===== src/rtl/uart_rx_fifo.sv =====
// uart_rx_fifo: 8N1 UART receiver with 16x oversampling feeding a show-ahead byte FIFO
module uart_rx_fifo #(
    parameter int DIV   = 27,
    parameter int DEPTH = 8
) (
    input  logic                     clk,
    input  logic                     reset_n,
    input  logic                     rxd,
    output logic [7:0]               rx_data,
    output logic                     rx_valid,
    input  logic                     rx_ready,
    output logic                     frame_err,
    output logic                     overrun,
    output logic [$clog2(DEPTH):0]   fifo_count
);
    localparam int AW = $clog2(DEPTH);
    localparam int TW = (DIV > 1) ? $clog2(DIV) : 1;

    typedef enum logic [2:0] {IDLE, START, DATA, STOP, WAIT_HIGH} state_t;

    state_t        state, state_nx;
    logic          sync1, sync2;
    logic [TW-1:0] tcnt;
    logic          tick;
    logic [3:0]    scnt;
    logic [2:0]    bcnt;
    logic [7:0]    shreg;
    logic          sample, push, bad_stop;
    logic [7:0]    mem [DEPTH];
    logic [AW-1:0] wp, rp;
    logic          full, pop, do_push;

    assign tick     = (tcnt == TW'(DIV - 1));
    assign full     = (fifo_count == (AW + 1)'(DEPTH));
    assign rx_valid = (fifo_count != '0);
    assign pop      = rx_valid && rx_ready;
    assign do_push  = push && (!full || pop);
    assign rx_data  = rx_valid ? mem[rp] : 8'h00;

    // two-flop synchronizer, idles high so reset never looks like a start bit
    always_ff @(posedge clk or negedge reset_n) begin
        if (!reset_n) begin
            sync1 <= 1'b1;
            sync2 <= 1'b1;
        end else begin
            sync1 <= rxd;
            sync2 <= sync1;
        end
    end

    // oversample tick divider, held at zero in IDLE so each frame starts phase-aligned
    always_ff @(posedge clk or negedge reset_n) begin
        if (!reset_n)
            tcnt <= '0;
        else
            tcnt <= (state == IDLE || tick) ? '0 : tcnt + 1'b1;
    end

    // state register
    always_ff @(posedge clk or negedge reset_n) begin
        if (!reset_n)
            state <= IDLE;
        else
            state <= state_nx;
    end

    // next-state logic
    always_comb begin
        state_nx = state;
        case (state)
            IDLE:      if (!sync2) state_nx = START;
            START:     if (tick && scnt == 4'd7) state_nx = sync2 ? IDLE : DATA;
            DATA:      if (sample && bcnt == 3'd7) state_nx = STOP;
            STOP:      if (sample) state_nx = sync2 ? IDLE : WAIT_HIGH;
            WAIT_HIGH: if (sync2) state_nx = IDLE;
            default:   state_nx = IDLE;
        endcase
    end

    // mid-bit sample strobes and the stop-bit verdict
    always_comb begin
        sample   = tick && scnt == 4'hf && (state == DATA || state == STOP);
        push     = sample && state == STOP && sync2;
        bad_stop = sample && state == STOP && !sync2;
    end

    // sample/bit counters and LSB-first shift register
    always_ff @(posedge clk or negedge reset_n) begin
        if (!reset_n) begin
            scnt  <= '0;
            bcnt  <= '0;
            shreg <= '0;
        end else begin
            scnt <= (state == IDLE || (state == START && tick && scnt == 4'd7)) ? '0 :
                    tick ? scnt + 1'b1 : scnt;
            bcnt <= (state == IDLE) ? '0 : (state == DATA && sample) ? bcnt + 1'b1 : bcnt;
            if (state == DATA && sample)
                shreg <= {sync2, shreg[7:1]};
        end
    end

    // FIFO storage; contents need no reset because rx_data is masked while empty
    always_ff @(posedge clk) begin
        if (do_push)
            mem[wp] <= shreg;
    end

    // FIFO pointers, occupancy and the registered error pulses
    always_ff @(posedge clk or negedge reset_n) begin
        if (!reset_n) begin
            wp         <= '0;
            rp         <= '0;
            fifo_count <= '0;
            frame_err  <= 1'b0;
            overrun    <= 1'b0;
        end else begin
            wp         <= do_push ? wp + 1'b1 : wp;
            rp         <= pop ? rp + 1'b1 : rp;
            fifo_count <= fifo_count + (AW + 1)'(do_push) - (AW + 1)'(pop);
            frame_err  <= bad_stop;
            overrun    <= push && full && !pop;
        end
    end
endmodule


===== config.mk =====
export PLATFORM = sky130hd
export DESIGN_NAME = uart_rx_fifo
export DESIGN_NICKNAME = d
export VERILOG_FILES = /design/src/rtl/uart_rx_fifo.sv
export SDC_FILE = /design/constraint.sdc
export NUM_CORES = 1
export LEC_CHECK = 0
export ABC_AREA = 1
export BUFFER_PORTS_ARGS = -buffer_cell sky130_fd_sc_hd__buf_2
export CORE_MARGIN = 2
export CORE_UTILIZATION = 44
export DETAILED_ROUTE_END_ITERATION = 16
export PLACE_DENSITY_LB_ADDON = 0.05
export SYNTH_ARGS = -nofsm -noshare
export SYNTH_HDL_FRONTEND = slang
export SYNTH_SLANG_ARGS = --single-unit
export TNS_END_PERCENT = 20

===== constraint.sdc =====
create_clock -name clk -period 3.4 [get_ports clk]
set_input_delay 0.85 -clock clk [delete_from_list [all_inputs] [get_ports clk]]
set_output_delay 0.85 -clock clk [all_outputs]
set_load 0.005 [all_outputs]

==> flow_summary.json <==
{
  "required_ns": 2.55,
  "fp.dieH_um": 104,
  "synth_nets": 425,
  "cts_resized": 0,
  "slew_violations": 0,
  "drtIter0Drc": 149,
  "fillers": 950,
  "hold_buffers": 0,
  "yosysWarnings": 0,
  "fin_crit_sh": 0.814,
  "dr.pass1.iters": 4,
  "io_buffers": 18,
  "detail-route-antenna-nets": 0,
  "grt_max_degree": 38,
  "clockBufferDepth": 2,
  "dp_slack_ns": 1.04,
  "postSynthAreaPerCell_um2": 10.7,
  "rows": 36,
  "antenna_found_initial": 0,
  "use_met1": 0.231,
  "dr_total_vias": 2797,
  "overflow": 0,
  "fmax_ghz": 0.361,
  "synth.cell_area_um2": 4370,
  "regArea_um2": 2850,
  "met3_usage": 0.0208,
  "diodes": 0,
  "ios": 19,
  "gp_congestion": 0.853,
  "die_w_um": 104,
  "slew_headroom": 0.431,
  "whs_ns": 0.362,
  "vdd_drop_max_mv": 0.398,
  "crit_path_end_kind": "output pin",
  "grt_usage": 0.171,
  "hold_class": "flop to flop",
  "status": "complete, no violations",
  "ctsHtreeMaxLevel": 3,
  "synthDistinctLibCells": 28,
  "fin_crit_ns": 2.77,
  "placed_cells": 552,
  "met2_usage": 0.278,
  "finalNonFillerCells": 568,
  "ys_seq_elements": 101,
  "setup_tns_ns": 0,
  "worstSetupPathType": "flop to output pin",
  "grt-busiest-layer": "met2",
  "cp-start-kind": "flop",
  "yosysSeqAreaShare": 0.652,
  "worstSkewPairLatency_ns": 0.36,
  "cts_tree": "yes",
  "grt_pass1_vias": 2829,
  "clkTransAtPathRegs_ns": 0.09,
  "utilization": 0.499,
  "nets": 447,
  "start_util": 0.450,
  "setup-violations-final": 0,
  "worstPathMaxFanout": 26,
  "tightest_slew_ns": 0.853,
  "via_per_inst": 4.92,
  "clock_sinks": 101,
  "leakage_uw": 0.00217,
  "maxCapViolations": 0,
  "multi_input_area_um2": 1370,
  "power_density_nw_per_um2": 663,
  "rsz0062_at_grt": "false",
  "skew_ns": 0.0116,
  "setup_ws_ns": 0.632,
  "drc": 0,
  "cts-root-buf": "clkbuf_8",
  "netlist_instances": 408,
  "synthToLayoutAreaGrowth_pct": 11.1,
  "routedWlPerCell_um": 14.9,
  "crit_arrival_ns": 1.92,
  "cts_buffers": 9,
  "grt_pass1_wl_um": 14300,
  "layout_common_cells": "86 x nor2_1, 64 x edfxtp_1, 58 x nand2_1, 39 x o21ai_0, 35 x dfrtp_1",
  "drive_gt1_frac": 0.145,
  "dieArea_um2": 10800,
  "core_area_um2": 9730,
  "drt-total-wl_um": 8470,
  "hpwl_um": 5510,
  "hold_viol_final": 0,
  "mostFrequentLayoutCell": "nor2_1",
  "cts_setup_buffers": 0
}
[sequential cells by signal (all words and copies together) (netlist names)]
name        flops
bcnt            3
fifo_count      4
frame_err       1
mem            64
overrun         1
rp              3
scnt            4
shreg           8
state           3
sync1           1
sync2           1
tcnt            5
wp              3
[routing by layer]
layer,routed length [um],up-vias
met5,0,-
met4,110,0
met3,178,8
met2,4010,23
met1,4170,1350
li1,-,1416
[power breakdown]
part / switching, uW / internal (uW)
registers: 60.0 / 1340
logic: 579 / 357
clock network: 403 / 478
[layout make-up]
cell class,instances,share of cell area
sequential,101,0.587
tap,133,0.0343
clock inverter,5,0.0165
inverter,28,0.0216
multi-input combinational,268,0.283
timing repair buffer,22,0.0247
clock buffer,11,0.0335
[worst max-delay path, cell delays in order, from the launching register on]
cell     delay, ns
dfrtp_1       0.51
buf_4         0.33
nor2_1        0.09
o21ai_0       0.08
o21ai_0       0.11
o21ai_0       0.21
nor2_1        0.08
buf_2         0.13
[cells by family after synthesis]
logic type | after synthesis | synth area share
AOI/OAI and AO/OA | 68 | 0.0781
adders and majority gates | 13 | 0.0389
DFF | 101 | 0.652
buffers and inverters | 39 | 0.0343
xor gates and xnor gates | 8 | 0.0160
and+or+nand+nor | 179 | 0.181
[final timing paths]
check | cells after the start | from | end | slack (ns)
setup / recovery | 7 | rp[1] | rx_data[7] | 0.63
hold / removal | 0 | sync1 | sync2 | 0.36
setup reg to reg | 8 | tcnt[0] | mem[1][4] | 1.04
hold reg to reg | 0 | sync1 | sync2 | 0.36
max in group asynchronous | 1 | reset_n | shreg[0] | 2.27
min in group asynchronous | 1 | reset_n | bcnt[2] | 0.59
[stage by stage]
| stage | power (uW) | area [um^2] |
|---|---|---|
| floorplan | 2060 | 4370 |
| global placement | 2370 | 4620 |
| detailed placement | 2380 | 4620 |
| CTS | 3260 | 4860 |
| global route | 3470 | 4860 |
| finish | 3220 | 4860 |
[synth_stat cells, drive strengths merged]
library cell   n  share of area
edfxtp        64           0.44
dfstp          2          0.012
ha            12          0.034
a21oi          4         0.0046
nand3         17          0.024
xor2           6          0.012
a31oi          1         0.0014
inv           27          0.023
xnor2          2         0.0040
fa             1         0.0046
dfrtp         35           0.20
nand4          3         0.0043
nand2         65          0.060
nor4           1         0.0014
buf            4         0.0043
clkbuf         7         0.0060
clkinv         1        0.00086
nor2          90          0.086
nor3           3         0.0057
o21ai         63          0.072
No activity file was read; power rests on OpenSTA's default activity.
